**src/rtl/calendar_pkg.sv**
```systemverilog
// rtl/calendar_pkg.sv - shared month constants, month-length table and year bound
package calendar_pkg;

  localparam logic [3:0] JAN = 4'd1;
  localparam logic [3:0] FEB = 4'd2;
  localparam logic [3:0] MAR = 4'd3;
  localparam logic [3:0] APR = 4'd4;
  localparam logic [3:0] MAY = 4'd5;
  localparam logic [3:0] JUN = 4'd6;
  localparam logic [3:0] JUL = 4'd7;
  localparam logic [3:0] AUG = 4'd8;
  localparam logic [3:0] SEP = 4'd9;
  localparam logic [3:0] OCT = 4'd10;
  localparam logic [3:0] NOV = 4'd11;
  localparam logic [3:0] DEC = 4'd12;

  localparam logic [15:0] BCD_MAX_YEAR = 16'h9999;

  // Days per month indexed by binary month; February holds its non-leap length,
  // unused codes 0 and 13..15 read as 31 so the table is total.
  localparam logic [15:0][4:0] MLEN_TABLE = {
    5'd31, 5'd31, 5'd31, 5'd31,   // 15..12
    5'd30, 5'd31, 5'd30, 5'd31,   // 11..8
    5'd31, 5'd30, 5'd31, 5'd30,   // 7..4
    5'd31, 5'd28, 5'd31, 5'd31    // 3..0
  };

  // Length of a month; February gains the leap day when ly is set.
  function automatic logic [4:0] month_len(input logic [3:0] m, input logic ly);
    return MLEN_TABLE[m] + ((m == FEB) ? {4'd0, ly} : 5'd0);
  endfunction

endpackage

```
**src/rtl/bcd_year_incr.sv**
```systemverilog
// rtl/bcd_year_incr.sv - combinational four-digit BCD increment with carry-out
module bcd_year_incr (
  input  logic [15:0] i_year,
  output logic [15:0] o_year,
  output logic        o_carry
);

  logic [15:0] w_next;
  logic        w_c;

  // Ripple the +1 from the ones digit upward; a 9 wraps to 0 and passes the carry on.
  always_comb begin
    w_next = i_year;
    w_c    = 1'b1;
    for (int i = 0; i < 4; i++) begin
      if (w_c) begin
        if (i_year[4*i +: 4] == 4'd9) begin
          w_next[4*i +: 4] = 4'd0;
        end else begin
          w_next[4*i +: 4] = i_year[4*i +: 4] + 4'd1;
          w_c              = 1'b0;
        end
      end
    end
    o_year  = w_next;
    o_carry = w_c;
  end

endmodule

```
**src/rtl/bcd_date_counter.sv**
```systemverilog
// rtl/bcd_date_counter.sv - BCD-year calendar date register advancing one day per tick
module bcd_date_counter
  import calendar_pkg::*;
#(
  parameter logic [15:0] RST_YEAR  = 16'h1582,
  parameter logic [3:0]  RST_MONTH = 4'd10,
  parameter logic [4:0]  RST_DAY   = 5'd15,
  parameter logic [15:0] MIN_YEAR  = 16'h1582
) (
  input  logic        clk,
  input  logic        reset,
  input  logic        tick,
  input  logic        load,
  input  logic [15:0] ld_year,
  input  logic [3:0]  ld_month,
  input  logic [4:0]  ld_day,
  input  logic        LY,
  output logic [3:0]  YM,
  output logic [3:0]  YH,
  output logic [3:0]  YT,
  output logic [3:0]  YO,
  output logic [3:0]  month,
  output logic [4:0]  day,
  output logic        new_year,
  output logic        sat,
  output logic        load_err
);

  logic [15:0] r_year;
  logic [3:0]  r_month;
  logic [4:0]  r_day;
  logic        r_new_year;
  logic        r_load_err;

  logic [15:0] w_year_inc;
  logic        w_year_carry;
  logic [4:0]  w_mlen;
  logic [4:0]  w_ld_mlen;
  logic        w_ld_valid;
  logic        w_sat;

  logic [15:0] w_year_nxt;
  logic [3:0]  w_month_nxt;
  logic [4:0]  w_day_nxt;
  logic        w_new_year_nxt;
  logic        w_load_err_nxt;

  bcd_year_incr u_year_incr (
    .i_year  (r_year),
    .o_year  (w_year_inc),
    .o_carry (w_year_carry)
  );

  assign w_mlen    = month_len(r_month, LY);
  assign w_ld_mlen = month_len(ld_month, 1'b1);
  assign w_sat     = (r_year == BCD_MAX_YEAR) && (r_month == DEC) && (r_day == 5'd31);

  // Load check: BCD digits, lower year bound, month range, day against the leap-tolerant length.
  always_comb begin
    w_ld_valid = (ld_year[15:12] <= 4'd9) && (ld_year[11:8] <= 4'd9) &&
                 (ld_year[7:4]   <= 4'd9) && (ld_year[3:0]  <= 4'd9) &&
                 (ld_year >= MIN_YEAR) &&
                 (ld_month >= JAN) && (ld_month <= DEC) &&
                 (ld_day != 5'd0) && (ld_day <= w_ld_mlen);
  end

  // Next-state selection: load beats tick; a tick rolls day, then month, then year.
  always_comb begin
    w_year_nxt     = r_year;
    w_month_nxt    = r_month;
    w_day_nxt      = r_day;
    w_new_year_nxt = 1'b0;
    w_load_err_nxt = 1'b0;
    if (load) begin
      if (w_ld_valid) begin
        w_year_nxt  = ld_year;
        w_month_nxt = ld_month;
        w_day_nxt   = ld_day;
      end else begin
        w_load_err_nxt = 1'b1;
      end
    end else if (tick && !w_sat) begin
      if (r_day < w_mlen) begin
        w_day_nxt = r_day + 5'd1;
      end else if (r_month < DEC) begin
        w_day_nxt   = 5'd1;
        w_month_nxt = r_month + 4'd1;
      end else if (!w_year_carry) begin
        w_day_nxt      = 5'd1;
        w_month_nxt    = JAN;
        w_year_nxt     = w_year_inc;
        w_new_year_nxt = 1'b1;
      end
    end
  end

  // Date and pulse registers; reset forces the configured start date at once.
  always_ff @(posedge clk or posedge reset) begin
    if (reset) begin
      r_year     <= RST_YEAR;
      r_month    <= RST_MONTH;
      r_day      <= RST_DAY;
      r_new_year <= 1'b0;
      r_load_err <= 1'b0;
    end else begin
      r_year     <= w_year_nxt;
      r_month    <= w_month_nxt;
      r_day      <= w_day_nxt;
      r_new_year <= w_new_year_nxt;
      r_load_err <= w_load_err_nxt;
    end
  end

  assign YM       = r_year[15:12];
  assign YH       = r_year[11:8];
  assign YT       = r_year[7:4];
  assign YO       = r_year[3:0];
  assign month    = r_month;
  assign day      = r_day;
  assign new_year = r_new_year;
  assign load_err = r_load_err;
  assign sat      = w_sat;

endmodule
```
**config.mk**
```make
export PLATFORM = sky130hd
export DESIGN_NAME = bcd_date_counter
export DESIGN_NICKNAME = d
export VERILOG_FILES = /design/src/rtl/calendar_pkg.sv /design/src/rtl/bcd_year_incr.sv /design/src/rtl/bcd_date_counter.sv
export SDC_FILE = /design/constraint.sdc
export NUM_CORES = 1
export LEC_CHECK = 0
export ABC_CLOCK_PERIOD_IN_PS = 3450
export BUFFER_PORTS_ARGS = -buffer_cell sky130_fd_sc_hd__buf_2
export CORE_MARGIN = 10
export CORE_UTILIZATION = 56
export CTS_BUF_LIST = sky130_fd_sc_hd__clkbuf_8
export DETAILED_ROUTE_END_ITERATION = 8
export GPL_ROUTABILITY_DRIVEN = 0
export HOLD_SLACK_MARGIN = 0.06
export PLACE_DENSITY = 0.8
export SYNTH_ARGS = -nofsm -noshare
export SYNTH_HDL_FRONTEND = slang
export SYNTH_SLANG_ARGS = --single-unit
```
**constraint.sdc**
```tcl
create_clock -name clk -period 3.45 [get_ports clk]
set_input_delay 0.345 -clock clk [delete_from_list [all_inputs] [get_ports clk]]
set_output_delay 0.345 -clock clk [all_outputs]
set_load 0.01 [all_outputs]
```
# Word level (Yosys, flattened, before mapping)
# Memory sizes are Yosys's and may differ from the RTL's.
# Index checks and enable logic that the tools add are counted.
# totals
reg_bits	27
mem_bits_ro	160
input_bits	30
memories	2
word_cells	111
# classes
eq_ne	15
n_lt_le_gt_ge	12
mux	43
addsub	8
reduce_logical	23
# mem_list
name	words	word_bits	read_ports	rd_clocked_by_memory_dff	write_ports	line_no	source
(no name shown)	16	5	1	0	0	calendar_pkg.sv:30	return MLEN_TABLE[m] + ((m == FEB) ? {4'd0, ly} : 5'd0);
(no name shown)	16	5	1	0	0	calendar_pkg.sv:30	
# op_table
op	n
$mux W16	6
$mux W4	13
$mux W5	8
$add A4 B1 Y4 const B	5
$eq A4 B4 Y1 const B	5
$le A4 B4 Y1 const B	5
$reduce_and A6 Y1	3
$eq A16 B16 Y1 const B	1
$ge A16 B13 Y1 const B	1
$mux W1	16
$logic_and A1 B1 Y1	11
$add A5 B1 Y5	2
$lt A4 B5 Y1 const B	2
$eq A4 B2 Y1 const B	2
$reduce_bool A2 Y1	4
$ne A2 B2 Y1 const B	3
$add A5 B1 Y5 const B	1
$eq A5 B5 Y1 const B	1
$le A5 B5 Y1	1
$lt A5 B5 Y1	1
$reduce_and A5 Y1	1
$reduce_bool A5 Y1	1
$ge A4 B1 Y1 const B	1
$lt A4 B4 Y1 const B	1
6 further kinds	6

# Longest topological paths before layout
# Gate-level depths: netlist of run 1.
# depth
depth_word	11
ltp_mapped	16
mapped_depth_nobuf	16

# By module
# From an unflattened synthesis of run 1, not the netlist that was laid out.
# unflattened
hier_cells	284
hier_area_um2	2484.9
# modules_own_cells
module	area_each_um2	n_inst	cells_per_inst
bcd_date_counter	2090.8	1	226
bcd_year_incr	394.1	1	58

# Worst setup path after synthesis of run 1
# Ideal clock, no wire load.
# synth_path
kind	register -> register
start	register r_month[0], in the netlist month[0]
end	register r_day[2], in the netlist day[2]
path_buffers	0
t_required_ns	3.367
setup_time_ns	0.083
stages_incl_launch_ff	15
arrival_time_ns	2.987
setup_slack_ns	0.380
path_cell_list	dfrtp_1 -> inv_1 -> ha_1 -> nor2_1 -> nor3_1 -> a21oi_1 -> ha_1 -> ha_1 -> ha_1 -> a21o_1 -> a31oi_1 -> o21ai_1 -> o2bb2ai_1 -> a21oi_2 -> a221o_1
# synth_via
elab_chain_cells	7
word_cells_on_any_way	19
classes_between	add/sub: 1; order compare: 2; eq/ne: 3; mux: 6; reduce/logical: 6; memory: 1
# synth_rtl
element	line_no	source
start, declared	bcd_date_counter.sv:30	logic [3:0] r_month;
start signal, assigned	bcd_date_counter.sv:107	r_month <= w_month_nxt;
$mem_v2 Z16 W5, or another cell as far along	-	
$mux W5 (not written as such), or another cell as far along	calendar_pkg.sv:30	
$add A5 B1 Y5 / $logic_and A1 B1 Y1 (equally long branches)	calendar_pkg.sv:30, bcd_date_counter.sv:56	
$lt A5 B5 Y1 / $logic_not A1 Y1 (equally long branches)	bcd_date_counter.sv:83, bcd_date_counter.sv:82	
$mux W5 / $logic_and A1 B1 Y1 (equally long branches)	bcd_date_counter.sv:83, bcd_date_counter.sv:82	
$mux W5 / $reduce_bool A2 Y1 (equally long branches)	-	
$mux W5 / $reduce_and A3 Y1 (equally long branches)	-	
end signal, assigned	bcd_date_counter.sv:108	r_day <= w_day_nxt;
end, declared	bcd_date_counter.sv:31	logic [4:0] r_day;
# Parallel ways exist; a longest one is shown, timed or not. The select of a mux whose other input is x is not followed.
# A chain may end at the register's enable or synchronous reset.

# Worst setup path after layout of run 1
# layout_path
start	register r_month[0], in the netlist month[0]
end	register r_year[12]
# layout_via
elab_chain_cells	7
word_cells_on_any_way	16
classes_between	add/sub: 1; order compare: 2; eq/ne: 4; mux: 2; reduce/logical: 6; memory: 1
# layout_rtl
element	line_no	source
parallel branches: the longest is 6 deep, another holds $mem_v2 Z16 W5	-	
$reduce_and A6 Y1 (no source line) *	-	
end signal, assigned	bcd_date_counter.sv:106	r_year <= w_year_nxt;
end, declared	bcd_date_counter.sv:29	logic [15:0] r_year;
# Mark *: on every way between the ends. The select of a mux whose other input is x is not followed.

==> results.json, run 1 <==
{
  "ys_seq_area_share_pct": 28.3,
  "final.period_utilization_pct": 90.6,
  "worst_slew_pin_slew_ns": 1.08,
  "finish.net_count": 405,
  "clock_tree.root_cell": "clkbuf_8",
  "overflow": 0,
  "hp-class": "primary input to flop",
  "ctsHoldBuffers": 0,
  "hold_violations": 0,
  "rsz0062_at_grt": "no",
  "multiInputGateArea_mm2": 0.00168,
  "syn2layout_area_growth_pct": 17.9,
  "crit_path_max_fanout": 7,
  "status": "finished clean",
  "detail_route.wirelength_um": 7270,
  "flop2flop_setup_slack_ns": 0.32,
  "io-pin-count": 58,
  "vdd_drop_max_mv": 0.364,
  "gr-usage-met3_pct": 3.88,
  "dominantRegCellSynth": "dfrtp_1",
  "pin_count_of_the_biggest_net_entering_global_routing": 38,
  "netlist.top_cell.by_area": "dfrtp_1",
  "power.share.switching_pct": 43.4,
  "route.vias.total": 2621,
  "insertedDiodeCount": 0,
  "rows": 23,
  "drcViolationCount": 0,
  "yosysWarningCount": 0,
  "timing.setup.tns_ns": 0,
  "final_period_demand_of_the_worst_path_ns": 3.13,
  "tritoncts.num_buffers": 3,
  "fp.dieArea_mm2": 0.00738,
  "cts_sinks": 27,
  "final-setup-viol-count": 0,
  "grt_util_met2_pct": 29.7,
  "crit_arrival_ns": 3.35,
  "ant_nets": 0,
  "yosys_register_bits": 27,
  "grt_first_pass_wirelength_um": 12000,
  "power.combinational.fraction_pct": 45.3,
  "initial_core_util_pct": 59.1,
  "first_global_vias": 2509,
  "dr.pass1.iters": 5,
  "p_sw_mw": 0.643,
  "first_iter_violations": 318,
  "global_route.usage.total_pct": 19.2,
  "cts_resized": 0,
  "total_leakage_power_nw": 1.33,
  "cts_htree_levels": 1,
  "dp.final_hpwl_um": 5560,
  "grt_use_met1_pct": 26.4,
  "yosys.area.top_type_share_pct": 16.5,
  "fmax_ghz": 0.320,
  "ys_top_cells_by_area": "dfrtp_1 16%, dfstp_2 12%, ha_1 11%",
  "synth_area_mm2": 0.00243,
  "die_w_um": 85.9,
  "asyncSetResetFlopFracSynth_pct": 100,
  "worst_ep_required_time_ns": 3.67,
  "crit_path_start_kind": "flop",
  "wire_per_inst_um": 18.1,
  "synth_cells": 294,
  "tritoncts": "done",
  "cap_viol_max_count": 0,
  "critical_path_class": "flop to flop",
  "slew-limit-headroom_pct": 28.0,
  "layout.area.seq_um2": 691,
  "grt_antenna_before_repair": 0,
  "synthesized_area_divided_by_synthesized_cell_count_um2": 8.28,
  "port_buffers": 57,
  "clk_path_buf_depth": 2,
  "top_usage_layer": "met2",
  "edff_count_synth": 0,
  "internal_power_mw": 0.841,
  "fin_total_pwr_mw": 1.48,
  "drt-vias-per-instance": 6.52,
  "syn-num-nets": 346,
  "worst_setup_hold_path_clk_slew_ns": 0.11,
  "layout-drive-gt1-share_pct": 26.7,
  "synth.distinct_cells": 66,
  "clock_latency_ns": 0.29,
  "layout.filler_cells": 344,
  "post-cts-setup-buffer-count": 0,
  "y_dimension_of_the_die_um": 85.9,
  "core_area_mm2": 0.00412,
  "cp-end-kind": "flop",
  "fin_worst_skew_ns": 0.00855,
  "power_frac_seq_pct": 41.1,
  "clockPowerShare_pct": 13.6,
  "pwr_per_cell_area_mw_per_mm2": 517,
  "maxSlewViolCount": 0
}
## power by group through the flow
stage / combinational [mW] / clock, mW / sequential [mW]
after detailed placement: 0.660 / 0 / 0.611
after global placement: 0.644 / 0 / 0.610
after floorplan: 0.408 / 0 / 0.614
after global routing: 0.757 / 0.217 / 0.636
after CTS: 0.664 / 0.206 / 0.604
final: 0.672 / 0.202 / 0.610
## final cells by class
type | instances | area share, %
Clock buffer | 3 | 1.44
Clock inverter | 1 | 0.305
Inverter | 18 | 2.35
Multi-Input combinational cell | 241 | 58.4
Sequential cell | 27 | 24.1
Tap cell | 50 | 2.18
Timing Repair Buffer | 62 | 11.2
## synth_stat cells, drive strengths merged (5+ instances only)
master,number
a21oi,17
nor2,26
a211oi,5
nor4,5
dfstp,11
nand3,14
a31oi,6
nor3,15
ha,22
nand2,27
o21ai,18
inv,17
and3,6
dfrtp,16
mux2i,5
## metrics by stage
step | hold slack (ns) | instances | instance area (um2) | worst slack, ns | util [%]
2_1_floorplan | 0.390 | 294 | 2430 | 0.380 | -
3_3_place_gp | 0.487 | 398 | 2780 | 0.156 | 67.5
3_5_place_dp | 0.504 | 398 | 2780 | 0.136 | 67.5
4_1_cts | 0.296 | 402 | 2830 | 0.118 | 68.7
5_1_grt | 0.303 | 402 | 2870 | 0.00650 | 69.7
6_report | 0.298 | 402 | 2870 | 0.323 | 69.7
## registers in the layout, indices dropped and copies added, names as in the netlist
register	count
r_year	16
new_year	1
day	5
month	4
load_err	1
## kinds of logic (layout without fill, tap and decap cells)
family          after synthesis  in the layout  synth area share (%)
compound gates               89             89                  26.7
simple gates                123            123                  26.5
xor+xnor                      2              2                 0.720
flops                        27             27                  28.3
buf+inv                      26             84                  4.42
fa+ha+maj                    22             22                  11.3
mux                           5              5                  2.06
## final timing paths
kind                                         from                      to  depth (start not counted)
max in group asynchronous                   reset    month[0]$_DFFE_PP0P_                          2
setup reg to reg             month[0]$_DFFE_PP0P_  r_year[12]$_DFFE_PP1P_                         14
hold / removal                         ld_year[0]   r_year[0]$_DFFE_PP0P_                          3
setup / recovery             month[0]$_DFFE_PP0P_  r_year[12]$_DFFE_PP1P_                         14
hold reg to reg            r_year[10]$_DFFE_PP1P_  r_year[10]$_DFFE_PP1P_                          2
min in group asynchronous                   reset   r_year[0]$_DFFE_PP0P_                          2
## worst max-delay path, stage by stage (launching register included)
cell and delay [ns]:
dfrtp_2 0.47, inv_1 0.14, ha_1 0.22, nor2_1 0.05, nor3_1 0.13, a21oi_1 0.07
ha_1 0.18, ha_1 0.23, ha_1 0.33, a21o_1 0.13, a31oi_2 0.05, o21a_2 0.29
nor3_4 0.25, o22ai_1 0.15, a221o_1 0.39
## cell usage in the layout, fill, tap and decap left out, types with 5 or more instances in the layout
| cell type | instances |
|---|---|
| nand2_1 | 27 |
| mux2i_1 | 5 |
| dfrtp_1 | 15 |
| nor2_1 | 25 |
| a21oi_1 | 16 |
| o21ai_1 | 7 |
| inv_1 | 16 |
| nor3_1 | 14 |
| nand3_1 | 14 |
| and3_1 | 6 |
| o21ai_0 | 10 |
| ha_1 | 22 |
| dfstp_2 | 11 |
| a31oi_1 | 5 |
| buf_4 | 5 |
| buf_2 | 57 |
## routing by layer
metal / part of all wire (%) / up-vias
met4: 0.88 / 0
met5: 0 / -
met1: 44 / 1235
met3: 8.6 / 10
li1: - / 1246
met2: 46 / 130
Note: power is estimated with default switching activity, not from simulation.
==> run 2: changes to the inputs <==
- CORE_UTILIZATION: 56 -> 32
- PLACE_DENSITY: 0.8 -> 0.49
- SLEW_MARGIN: default -> 5
==> run 2 against run 1 <==
Maximum frequency is 2.6% lower. Via count shrank 2.6%. Clock skew is 0.0045 ns lower. Global-route usage decreased by 5.3 points. Critical path depth did not move. First-iteration DRC count down 65%. Die area increased by 56%. Worst setup slack worse by 0.082 ns. Clock power fell by 6%. Critical endpoint unchanged. Register-to-register slack worse by 0.08 ns. Count of clock-buffer cells in the layout did not move.
==> results.json, run 2 (same netlist as run 1, synthesis figures left out) <==
{
  "rsz0062_at_grt": "no",
  "total_leakage_power_nw": 1.33,
  "post_layout_nonfiller_instances": 454,
  "place_worst_setup_slack_ns": 0.0857,
  "dp.final_hpwl_um": 6290,
  "global_route.usage.total_pct": 13.9,
  "final-setup-viol-count": 0,
  "vdd_drop_max_mv": 0.222,
  "placed_instances": 450,
  "die_w_um": 107,
  "route.vias.total": 2552,
  "tritoncts": "done",
  "cp-end-kind": "flop",
  "crit_path_start_kind": "flop",
  "cts_resized": 0,
  "port_buffers": 57,
  "timing.setup.tns_ns": 0,
  "finish.net_count": 408,
  "status": "finished clean",
  "insertedDiodeCount": 0,
  "cts_sinks": 27,
  "core_area_mm2": 0.00733,
  "pwr_per_cell_area_mw_per_mm2": 505,
  "clock_tree.root_cell": "clkbuf_8",
  "finalCoreUtilization_pct": 40.0,
  "worst_ep_required_time_ns": 3.66,
  "io-pin-count": 58,
  "fin_worst_skew_ns": 0.00400,
  "grt_first_pass_wirelength_um": 13200,
  "rows": 31,
  "final_period_demand_of_the_worst_path_ns": 3.21,
  "y_dimension_of_the_die_um": 107,
  "tritoncts.num_buffers": 3,
  "syn2layout_area_growth_pct": 20.4,
  "ctsHoldBuffers": 0,
  "finalInstanceArea_mm2": 0.00293,
  "layout.area.seq_um2": 691,
  "multiInputGateArea_mm2": 0.00166,
  "crit_arrival_ns": 3.42,
  "pin_count_of_the_biggest_net_entering_global_routing": 38,
  "crit_path_max_fanout": 7,
  "maxSlewViolCount": 0,
  "cts_htree_levels": 1,
  "detail_route.wirelength_um": 8190,
  "final.period_utilization_pct": 93.0,
  "dr.pass1.iters": 4,
  "drt-vias-per-instance": 5.62,
  "worst_setup_hold_path_clk_slew_ns": 0.10,
  "fmax_ghz": 0.312,
  "fin_total_pwr_mw": 1.48,
  "wire_per_inst_um": 18.0,
  "hp-class": "primary input to async pin",
  "largest_register_ffs": 16,
  "layout.filler_cells": 773,
  "ant_nets": 0,
  "hold_slack_ns": 0.120,
  "grt_use_met1_pct": 18.7,
  "critPathMostFrequentCell": "ha_1",
  "grt_util_met2_pct": 23.1,
  "drcViolationCount": 0,
  "critPathMaxStageDelay_ns": 0.47,
  "top_usage_layer": "met2",
  "clock_latency_ns": 0.28,
  "clk_path_buf_depth": 2,
  "layout-drive-gt1-share_pct": 26.5,
  "largest-register": "r_year",
  "placed_area_mm2": 0.00286,
  "gr-usage-met3_pct": 2.22,
  "overflow": 0,
  "mostFrequentLayoutCell": "buf_2",
  "grt_antenna_before_repair": 0,
  "worst_slew_pin_slew_ns": 0.738,
  "hold_violations": 0,
  "critical_path_class": "flop to flop",
  "crit_path_cell_trace": "inv_1, ha_1, nor2_1, nor3_1, a21oi_1, ha_1, ha_1, ha_1, a21o_1, a31oi_2, o21a_2, nor3_2, o22ai_1, a221o_1",
  "fp.dieArea_mm2": 0.0115,
  "mostFrequentLayoutCells": "57 x buf_2, 27 x nand2_1, 25 x nor2_1, 22 x ha_1, 17 x inv_1",
  "cpMaxStageDelayCell": "dfrtp_2",
  "initial_core_util_pct": 33.2,
  "slew-limit-headroom_pct": 50.8,
  "first_global_vias": 2549,
  "post-cts-setup-buffer-count": 0,
  "first_iter_violations": 112,
  "cap_viol_max_count": 0,
  "post-route-worst-setup-slack_ns": 0.241
}
==> run 2: worst paths after layout <==
check,depth (start not counted),start,slack [ns],end
min in group clk,3,ld_year[0],0.32,r_year[0]$_DFFE_PP0P_
max in group asynchronous,3,reset,3.01,r_year[10]$_DFFE_PP1P_
hold reg to reg,2,r_year[10]$_DFFE_PP1P_,0.50,r_year[10]$_DFFE_PP1P_
setup reg to reg,14,month[0]$_DFFE_PP0P_,0.24,r_year[12]$_DFFE_PP1P_
setup / recovery,14,month[0]$_DFFE_PP0P_,0.24,r_year[12]$_DFFE_PP1P_
hold / removal,3,reset,0.12,month[0]$_DFFE_PP0P_
==> run 2: routing by layer <==
| layer | vias up | wire length (um) |
|---|---|---|
| li1 | 1249 | - |
| met1 | 1238 | 3880 |
| met2 | 61 | 3890 |
| met3 | 4 | 371 |
| met4 | 0 | 46 |
| met5 | - | 0 |
==> run 2: worst max-delay path, delay by kind of cell (launching register included) <==
kind,cells,cell delay [ns]
AOI/OAI and AO/OA,6,1.11
adders and majority gates,4,0.95
buffers and inverters,1,0.14
DFF,1,0.47
and+or+nand+nor,3,0.49
==> run 2: final cells by class <==
type / count / share of cell area, %
Tap cell: 99 / 4.23
Sequential cell: 27 / 23.6
Clock inverter: 1 / 0.128
Clock buffer: 3 / 1.41
Inverter: 18 / 2.31
Timing Repair Buffer: 65 / 11.8
Multi-Input combinational cell: 241 / 56.6
==> run 2: power breakdown <==
part | switching (mW) | internal, mW | total, mW | leakage [nW]
Sequential | 0.167 | 0.450 | 0.617 | 0.307
Combinational | 0.368 | 0.305 | 0.674 | 0.996
Clock | 0.110 | 0.0801 | 0.190 | 0.0269
==> run 3: changes to the inputs <==
- ABC_AREA: default -> 1
- HOLD_SLACK_MARGIN: 0.06 -> 0.12
==> run 3 against run 2 <==
Worst setup slack improved by 0.24 ns. Sequential share of layout area up 0.70 points. Clock power hardly changed. Maximum frequency is 8.2% higher.
==> results.json, run 3 <==
{
  "first_iter_violations": 124,
  "maxSlewViolCount": 0,
  "rows": 31,
  "detail_route.wirelength_um": 7120,
  "asyncSetResetFlopFracSynth_pct": 100,
  "pwr_per_cell_area_mw_per_mm2": 462,
  "crit_path_start_kind": "flop",
  "cts_htree_levels": 1,
  "yosysMostFrequentCell": "nand2_1",
  "final-setup-viol-count": 0,
  "layout-drive-gt1-share_pct": 24.1,
  "total_leakage_power_nw": 1.54,
  "tritoncts.num_buffers": 3,
  "post_layout_nonfiller_instances": 502,
  "post-cts-setup-buffer-count": 0,
  "core_area_mm2": 0.00729,
  "grt_antenna_before_repair": 0,
  "insertedDiodeCount": 0,
  "mostFrequentLayoutCell": "nand2_1",
  "tritoncts": "done",
  "fmax_ghz": 0.337,
  "largest_register_ffs": 16,
  "cts_sinks": 27,
  "clock_tree.root_cell": "clkbuf_8",
  "edff_count_synth": 0,
  "syn2layout_area_growth_pct": 17.7,
  "clk_path_buf_depth": 2,
  "critical_path_class": "flop to flop",
  "placed_instances": 498,
  "synth_cells": 348,
  "worst_slew_pin_slew_ns": 0.972,
  "worst_setup_hold_path_clk_slew_ns": 0.11,
  "synth.distinct_cells": 37,
  "synth.cells.most_frequent": "112 x nand2_1, 40 x inv_1, 25 x nand3_1",
  "mostFrequentLayoutCells": "112 x nand2_1, 57 x buf_2, 40 x inv_1, 25 x nand3_1, 24 x o21ai_0",
  "status": "finished clean",
  "yosys_register_bits": 27,
  "timing.setup.tns_ns": 0,
  "grt_util_met2_pct": 20.8,
  "finalCoreUtilization_pct": 38.9,
  "hold_violations": 0,
  "cpMaxStageDelayCell": "dfrtp_1",
  "worst_ep_required_time_ns": 3.68,
  "timing.critical_path.buf_inv": 3,
  "grt_first_pass_wirelength_um": 11900,
  "first_global_vias": 2399,
  "crit_arrival_ns": 3.20,
  "route.vias.total": 2432,
  "largest-register": "r_year",
  "synth_area_mm2": 0.00241,
  "dominantRegCellSynth": "dfrtp_1",
  "yosys.area.top_type_share_pct": 17.4,
  "placed_area_mm2": 0.00279,
  "slew-limit-headroom_pct": 35.1,
  "flop2flop_setup_slack_ns": 0.48,
  "yosysWarningCount": 0,
  "ant_nets": 0,
  "global_route.usage.total_pct": 12.5,
  "drt-vias-per-instance": 4.84,
  "ys_seq_area_share_pct": 28.6,
  "die_w_um": 107,
  "critical_path.top_delay_family": "simple AND/OR/NAND/NOR gates",
  "synthesized_area_divided_by_synthesized_cell_count_um2": 6.93,
  "crit_path_cell_trace": "inv_1, ha_1, o221ai_1, ha_1, ha_1, ha_1, nand2_1, inv_1, o21ai_0, nand3_1, nor2_1, inv_1, nand2_1, nor2_2, nand2_2, nand2_1, nand2_1",
  "port_buffers": 57,
  "fin_total_pwr_mw": 1.31,
  "top_usage_layer": "met2",
  "gr-usage-met3_pct": 2.46,
  "drcViolationCount": 0,
  "fin_worst_skew_ns": 0.00616,
  "rsz0062_at_grt": "no",
  "initial_core_util_pct": 33.1,
  "overflow": 0,
  "ctsHoldBuffers": 0,
  "dr.pass1.iters": 4,
  "clock_latency_ns": 0.28,
  "wire_per_inst_um": 14.2,
  "finish.net_count": 456,
  "crit_path_max_fanout": 7,
  "layout.filler_cells": 819,
  "vdd_drop_max_mv": 0.215,
  "final_period_demand_of_the_worst_path_ns": 2.97,
  "hp-class": "primary input to async pin",
  "grt_use_met1_pct": 16.5,
  "ys_top_cells_by_area": "nand2_1 17%, dfrtp_1 17%, dfstp_2 12%",
  "y_dimension_of_the_die_um": 107,
  "critPathMaxStageDelay_ns": 0.48,
  "cp-end-kind": "flop",
  "cap_viol_max_count": 0,
  "fp.dieArea_mm2": 0.0114,
  "cts_resized": 0,
  "io-pin-count": 58,
  "netlist.top_cell.by_area": "nand2_1",
  "final.period_utilization_pct": 86.0,
  "pin_count_of_the_biggest_net_entering_global_routing": 33,
  "dp.final_hpwl_um": 5730,
  "syn-num-nets": 400,
  "finalInstanceArea_mm2": 0.00284
}
## run 3: through the flow
step | setup WS [ns] | hold slack [ns]
after detailed placement | 0.506 | 0.481
after CTS | 0.467 | 0.316
after floorplan | 0.925 | 0.390
after global routing | 0.118 | 0.336
final | 0.484 | 0.271
after global placement | 0.494 | 0.481
## run 3: worst register-to-register path: stages (launching register included)
cell,delay [ns]
dfrtp_1,0.48
inv_1,0.12
ha_1,0.22
o221ai_1,0.18
ha_1,0.19
ha_1,0.21
ha_1,0.27
nand2_1,0.06
inv_1,0.03
o21ai_0,0.14
nand3_1,0.19
nor2_1,0.32
inv_1,0.12
nand2_1,0.10
nor2_2,0.07
nand2_2,0.10
nand2_1,0.06
nand2_1,0.06
## run 3: power by group
part | internal, mW | switching (mW)
clock network | 0.0812 | 0.111
registers | 0.430 | 0.129
logic | 0.230 | 0.331
## run 3: cell families (layout without fill, tap and decap cells)
logic type	Yosys count	after routing	share of synthesized area [%]
AND/OR/NAND/NOR	194	194	37.1
buffers and inverters	53	108	8.92
AO/OA/AOI/OAI	44	44	11.0
flip-flops	27	27	28.6
adder cells (fa/ha/maj)	22	22	11.4
XOR/XNOR	8	8	2.90
## run 3: worst paths after layout
check | startpoint | end | depth (start not counted)
worst min register to register | day[3]$_DFFE_PP1P_ | day[3]$_DFFE_PP1P_ | 2
min in group clk | tick | new_year$_DFF_PP0_ | 3
worst min-delay path | reset | r_year[13]$_DFFE_PP0P_ | 2
worst max register to register | month[0]$_DFFE_PP0P_ | r_year[12]$_DFFE_PP1P_ | 17
worst max-delay path | month[0]$_DFFE_PP0P_ | r_year[12]$_DFFE_PP1P_ | 17
max in group asynchronous | reset | day[2]$_DFFE_PP1P_ | 3
## run 3: metal layers
metal / share of wire, % / routed length (um) / vias to the layer above
li1: - / - / 1267
met1: 47 / 3380 / 1115
met2: 47 / 3320 / 46
met3: 5.2 / 373 / 4
met4: 0.66 / 47 / 0
met5: 0 / 0 / -
## run 3: layout make-up
cell class / count / area [um2] / area share [%]
Inverter: 44 / 165 / 5.81
Clock buffer: 3 / 41.3 / 1.45
Timing Repair Buffer: 60 / 308 / 10.8
Tap cell: 99 / 124 / 4.36
Clock inverter: 1 / 5.00 / 0.176
Sequential cell: 27 / 689 / 24.3
Multi-Input combinational cell: 268 / 1510 / 53.1
